$ cat src/rtl/demux4_pkg.sv
// Shared widths and slot encoding for the demux4_seq receive sequencer.
package demux4_pkg;

    localparam int unsigned DATA_W  = 4;
    localparam int unsigned SLOT_W  = 2;
    localparam int unsigned FRAME_W = 4 * DATA_W;

    typedef enum logic [SLOT_W-1:0] {
        S0 = 2'd0,
        S1 = 2'd1,
        S2 = 2'd2,
        S3 = 2'd3
    } slot_e;

endpackage

$ cat src/rtl/prescaler_tick.sv
// Free-running NP-bit prescaler; tick is high while the count is all ones.
module prescaler_tick #(
    parameter int unsigned NP = 22
) (
    input  logic clk,
    input  logic rstn,
    input  logic clr,
    output logic tick
);

    logic [NP-1:0] pcnt_q, pcnt_d;

    always_comb begin
        pcnt_d = pcnt_q + NP'(1);
        if (clr) begin
            pcnt_d = '0;
        end
    end

    always_ff @(posedge clk or negedge rstn) begin
        if (!rstn) begin
            pcnt_q <= '0;
        end else begin
            pcnt_q <= pcnt_d;
        end
    end

    assign tick = &pcnt_q;

endmodule

$ cat src/rtl/demux4_seq.sv
// 4-slot time-demultiplexer: collects one sample per tick, publishes a whole frame at once.
// Optional frame realignment via `sync` when DEMUX4_SYNC_EN is defined.
module demux4_seq
    import demux4_pkg::*;
#(
    parameter int unsigned NP = 22
) (
    input  logic               clk,
    input  logic               rstn,
    input  logic [DATA_W-1:0]  din,
    input  logic               sync,
    output logic [SLOT_W-1:0]  sel,
    output logic [FRAME_W-1:0] dout,
    output logic               frame
);

    logic tick;
    logic sync_act;

`ifdef DEMUX4_SYNC_EN
    assign sync_act = sync;
`else
    logic unused_sync;
    assign unused_sync = sync;
    assign sync_act    = 1'b0;
`endif

    prescaler_tick #(
        .NP (NP)
    ) u_prescaler (
        .clk  (clk),
        .rstn (rstn),
        .clr  (sync_act),
        .tick (tick)
    );

    slot_e                         state_q, state_d;
    logic [2:0][DATA_W-1:0]        shadow_q, shadow_d;
    logic [FRAME_W-1:0]            dout_q, dout_d;
    logic                          frame_q, frame_d;
    logic                          full_pass_q, full_pass_d;

    always_comb begin
        state_d     = state_q;
        shadow_d    = shadow_q;
        dout_d      = dout_q;
        frame_d     = 1'b0;
        full_pass_d = full_pass_q;

        // Realignment wins over a coincident tick: nothing is captured on that edge.
        if (sync_act) begin
            state_d     = S0;
            shadow_d    = '0;
            full_pass_d = 1'b0;
        end else if (tick) begin
            unique case (state_q)
                S0: begin
                    shadow_d[0] = din;
                    full_pass_d = 1'b1;
                    state_d     = S1;
                end
                S1: begin
                    shadow_d[1] = din;
                    state_d     = S2;
                end
                S2: begin
                    shadow_d[2] = din;
                    state_d     = S3;
                end
                S3: begin
                    // Partial frames (no S0 capture since realign) are dropped.
                    if (full_pass_q) begin
                        dout_d  = {din, shadow_q[2], shadow_q[1], shadow_q[0]};
                        frame_d = 1'b1;
                    end
                    state_d = S0;
                end
                default: state_d = S0;
            endcase
        end
    end

    always_ff @(posedge clk or negedge rstn) begin
        if (!rstn) begin
            state_q     <= S0;
            shadow_q    <= '0;
            dout_q      <= '0;
            frame_q     <= 1'b0;
            full_pass_q <= 1'b0;
        end else begin
            state_q     <= state_d;
            shadow_q    <= shadow_d;
            dout_q      <= dout_d;
            frame_q     <= frame_d;
            full_pass_q <= full_pass_d;
        end
    end

    assign sel   = state_q;
    assign dout  = dout_q;
    assign frame = frame_q;

endmodule

$ cat config.mk
export PLATFORM = sky130hd
export DESIGN_NAME = demux4_seq
export DESIGN_NICKNAME = d
export VERILOG_FILES = /design/src/rtl/demux4_pkg.sv /design/src/rtl/prescaler_tick.sv /design/src/rtl/demux4_seq.sv
export SDC_FILE = /design/constraint.sdc
export NUM_CORES = 1
export LEC_CHECK = 0
export BUFFER_PORTS_ARGS = -buffer_cell sky130_fd_sc_hd__buf_2
export CAP_MARGIN = 20
export CORE_MARGIN = 2
export CORE_UTILIZATION = 52
export CTS_CLUSTER_DIAMETER = 200
export DETAILED_ROUTE_END_ITERATION = 12
export HOLD_SLACK_MARGIN = 0.06
export MAX_ROUTING_LAYER = met4
export PLACE_DENSITY = 0.8
export SYNTH_ARGS = -nofsm -noshare
export SYNTH_HDL_FRONTEND = slang
export SYNTH_HIERARCHICAL = 1
export SYNTH_SLANG_ARGS = --single-unit
$ cat constraint.sdc
create_clock -name clk -period 2.4 [get_ports clk]
set_input_delay 0.36 -clock clk [delete_from_list [all_inputs] [get_ports clk]]
set_output_delay 0.36 -clock clk [all_outputs]
set_load 0.02 [all_outputs]
==> flow_results.xml <==
<?xml version="1.0" encoding="UTF-8"?>
<metrics>
  <group name="status">
    <metric name="result_of_the_run" unit="">completed</metric>
  </group>
  <group name="critical_path">
    <metric name="critical_path_class" unit="">flop to flop</metric>
    <metric name="worst_setup_path_end_kind" unit="">flop</metric>
    <metric name="crit-reg2reg-launch" unit="">u_prescaler/pcnt_q[12]</metric>
    <metric name="worst-endpoint-required" unit="ns">2.60</metric>
    <metric name="worst-endpoint-arrival" unit="ns">2.40</metric>
    <metric name="critical_path.max_fanout" unit="">17</metric>
    <metric name="crit_path_start_kind" unit="">flop</metric>
    <metric name="r2r_slack" unit="ns">0.20</metric>
    <metric name="capture_instance_of_the_worst_register_to_register_path" unit="">dout[4]</metric>
    <metric name="reg2reg_depth" unit="">7</metric>
  </group>
  <group name="clocking">
    <metric name="clock-sinks" unit="">54</metric>
    <metric name="cts_inserted_buffers" unit="">5</metric>
    <metric name="cts_resized" unit="">0</metric>
    <metric name="htree_num_levels" unit="">2</metric>
    <metric name="cts_setup_buffers" unit="">0</metric>
    <metric name="clock_tree.buffer_depth" unit="">2</metric>
    <metric name="cts.hold.buffers_added" unit="">0</metric>
    <metric name="clock_slew_at_the_register_clock_pins_of_the_worst_setup_and_hold_paths" unit="ns">0.09</metric>
    <metric name="clkLatencyLatePin" unit="ns">0.31</metric>
    <metric name="root_cell_of_the_clock_tree" unit="">clkbuf_8</metric>
    <metric name="tritoncts" unit="">yes</metric>
  </group>
  <group name="synth">
    <metric name="post_synth_instance_area" unit="um^2">2400</metric>
    <metric name="synth_top_area_share" unit="%">56.3</metric>
    <metric name="async_flop_share" unit="%">100</metric>
    <metric name="syn_area_per_cell" unit="um^2">12.3</metric>
    <metric name="yosysTopAreaCell" unit="">dfrtp_1</metric>
    <metric name="post_synth_main_area_contributors" unit="">dfrtp_1 (56%), mux2_2 (8.9%), mux2_4 (5.6%)</metric>
    <metric name="synth.ff_latch_count" unit="">54</metric>
    <metric name="yosys_most_used_dff" unit="">dfrtp_1</metric>
    <metric name="count_of_flip_flops_with_a_built_in_enable_after_synthesis" unit="">0</metric>
    <metric name="synth_warnings" unit="">6</metric>
    <metric name="synth_sequential_area_ratio" unit="%">56.3</metric>
    <metric name="post_synth_num_cell_types" unit="">29</metric>
    <metric name="syn_inst" unit="">196</metric>
  </group>
  <group name="pwr">
    <metric name="vdd.ir_drop.worst" unit="V">0.000492</metric>
    <metric name="power.total" unit="W">0.00160</metric>
    <metric name="power_leakage" unit="nW">1.25</metric>
    <metric name="power-per-cell-area" unit="nW/um^2">587</metric>
  </group>
  <group name="grt">
    <metric name="grt.overflow.total" unit="">0</metric>
    <metric name="wire_length_of_the_first_global_routing_pass" unit="um">7020</metric>
    <metric name="grt_max_degree" unit="">55</metric>
    <metric name="antenna_violations_before_repair" unit="">0</metric>
    <metric name="globalRouteTotalUtil" unit="%">18.2</metric>
    <metric name="grt_pass1_vias" unit="">1553</metric>
  </group>
  <group name="timing">
    <metric name="min_period" unit="ns">2.20</metric>
    <metric name="rsz0062_at_grt" unit="">false</metric>
    <metric name="setup-tns-final" unit="ns">0</metric>
    <metric name="finalMaxSlewViolations" unit="">0</metric>
    <metric name="tightest_slew" unit="ns">0.644</metric>
    <metric name="final_min_period_over_clock_period" unit="%">91.6</metric>
    <metric name="relSlewSlack" unit="%">57.0</metric>
    <metric name="timing.fmax" unit="MHz">455</metric>
    <metric name="report.final.setup_viol" unit="">0</metric>
    <metric name="timing.hold.ws" unit="ns">0.150</metric>
    <metric name="number_of_hold_slack_violations_in_the_final_timing_report" unit="">0</metric>
    <metric name="finClkSkew" unit="ns">0.00769</metric>
  </group>
  <group name="route">
    <metric name="drt_wl_total" unit="um">3920</metric>
    <metric name="dr.pass1.iters" unit="">4</metric>
    <metric name="routed-via-count" unit="">1515</metric>
    <metric name="drt.antenna.violating_nets" unit="">0</metric>
    <metric name="wl_per_cell" unit="um">13.8</metric>
    <metric name="drc" unit="">0</metric>
    <metric name="vias_per_cell" unit="">5.33</metric>
    <metric name="drt_iter0_markers" unit="">59</metric>
  </group>
  <group name="die">
    <metric name="design.die.area" unit="um^2">5180</metric>
    <metric name="die_w" unit="um">72.0</metric>
    <metric name="fp-row-count" unit="">24</metric>
    <metric name="design.core.area" unit="um^2">4410</metric>
    <metric name="io_pins" unit="">26</metric>
    <metric name="fp.dieH" unit="um">72.0</metric>
    <metric name="start_util" unit="%">54.4</metric>
  </group>
  <group name="cells_and_area">
    <metric name="area.sequential" unit="um^2">1350</metric>
    <metric name="area_of_the_multi_input_gates" unit="um^2">986</metric>
    <metric name="nFillCells" unit="">332</metric>
    <metric name="area_delta_synth_final" unit="%">13.3</metric>
    <metric name="layout.nets" unit="">243</metric>
    <metric name="mostFrequentLayoutCells" unit="">dfrtp_1 (54), buf_2 (24), mux2_2 (19), nor2_1 (12), nand2_1 (11)</metric>
    <metric name="num_antenna_cells" unit="">0</metric>
    <metric name="post_route_cells_drive_above_1_share" unit="%">30.2</metric>
    <metric name="final_common_cell" unit="">dfrtp_1</metric>
  </group>
  <group name="min_path">
    <metric name="holdCritPathClass" unit="">primary input to async pin</metric>
  </group>
  <group name="placement">
    <metric name="place.gp.congestion" unit="">0.800</metric>
    <metric name="buffer_ports.inserted" unit="">24</metric>
    <metric name="detailedPlacementHpwl" unit="um">2710</metric>
  </group>
  <group name="flow_run">
    <metric name="drv.max_cap_violation_count" unit="">0</metric>
  </group>
</metrics>
-- through the flow --
stage                     cell area [um^2]  util [%]  cells  setup slack (ns)
after global routing                  2720      61.6    284            0.0340
after floorplan                       2420         -    200            0.0808
final                                 2720      61.6    284             0.201
after global placement                2590      58.7    275             0.130
after CTS                             2700      61.2    283            0.0639
after detailed placement              2590      58.7    275            0.0754
-- power breakdown --
part           switching (W)  leakage (nW)  internal [W]
Combinational      0.0000387         0.485     0.0000217
Clock               0.000286        0.0514      0.000311
Sequential         0.0000111         0.715      0.000927
-- final cells by class --
type / instances / share of cell area [%]
timing repair buffer: 29 / 6.26
clock buffer: 6 / 2.67
multi-input combinational: 131 / 36.2
clock inverter: 2 / 1.38
inverter: 10 / 1.38
sequential: 54 / 49.7
tap: 52 / 2.39
-- cell usage after synthesis (3+ instances only) --
library cell	number
dfrtp_1	54
mux2_2	19
nor2_1	12
nand2_1	11
a21oi_1	9
inv_1	9
mux2_4	9
o21ai_0	8
xnor2_1	8
nand3_1	6
or4_1	6
ha_1	5
nor3_1	5
o31ai_1	5
or3_1	4
buf_6	3
nand3_2	3
nand4_1	3
nor4_1	3
-- sequential cells by signal, indices dropped and copies added, names as in the netlist --
register and flops:
sel 2, u_prescaler/pcnt_q 22, frame 1, dout 16, shadow_q 12, full_pass_q 1
-- how the worst max path moves through the flow --
stage	from	slack, ns	cells after the start	to
floorplan	u_prescaler/pcnt_q[12]	0.08	8	dout[10]
global placement	u_prescaler/pcnt_q[12]	0.13	6	dout[8]
detailed placement	u_prescaler/pcnt_q[12]	0.08	6	dout[4]
CTS	u_prescaler/pcnt_q[12]	0.06	6	dout[4]
global route	u_prescaler/pcnt_q[12]	0.03	7	dout[4]
finish	u_prescaler/pcnt_q[12]	0.20	7	dout[4]
-- cells by family (layout without fill, tap and decap cells) --
logic type | count (synthesis) | after routing | synth area share, %
AOI/OAI and AO/OA | 22 | 22 | 5.11
xor gates and xnor gates | 10 | 10 | 3.65
adders and majority gates | 5 | 5 | 2.61
buffers and inverters | 15 | 47 | 3.28
DFF | 54 | 54 | 56.3
muxes | 28 | 28 | 14.5
other | 1 | 5 | 0.156
and+or+nand+nor | 61 | 61 | 14.4
-- metal layers --
metal | track usage (%) | up-vias | routed length (um)
li1 | - | 749 | -
met1 | 23.7 | 742 | 1900
met2 | 28.1 | 19 | 1810
met3 | 3.89 | 5 | 137
met4 | 7.55 | 0 | 61
met5 | - | - | 0
-- critical path: stages (launching register included) --
cell and delay (ns):
dfrtp_1 0.43, nand3_2 0.11, or4_4 0.52, nor4_1 0.29, buf_4 0.21, nand3_4 0.07
buf_12 0.16, mux2_4 0.30
Note: power is estimated with default switching activity, not from simulation.
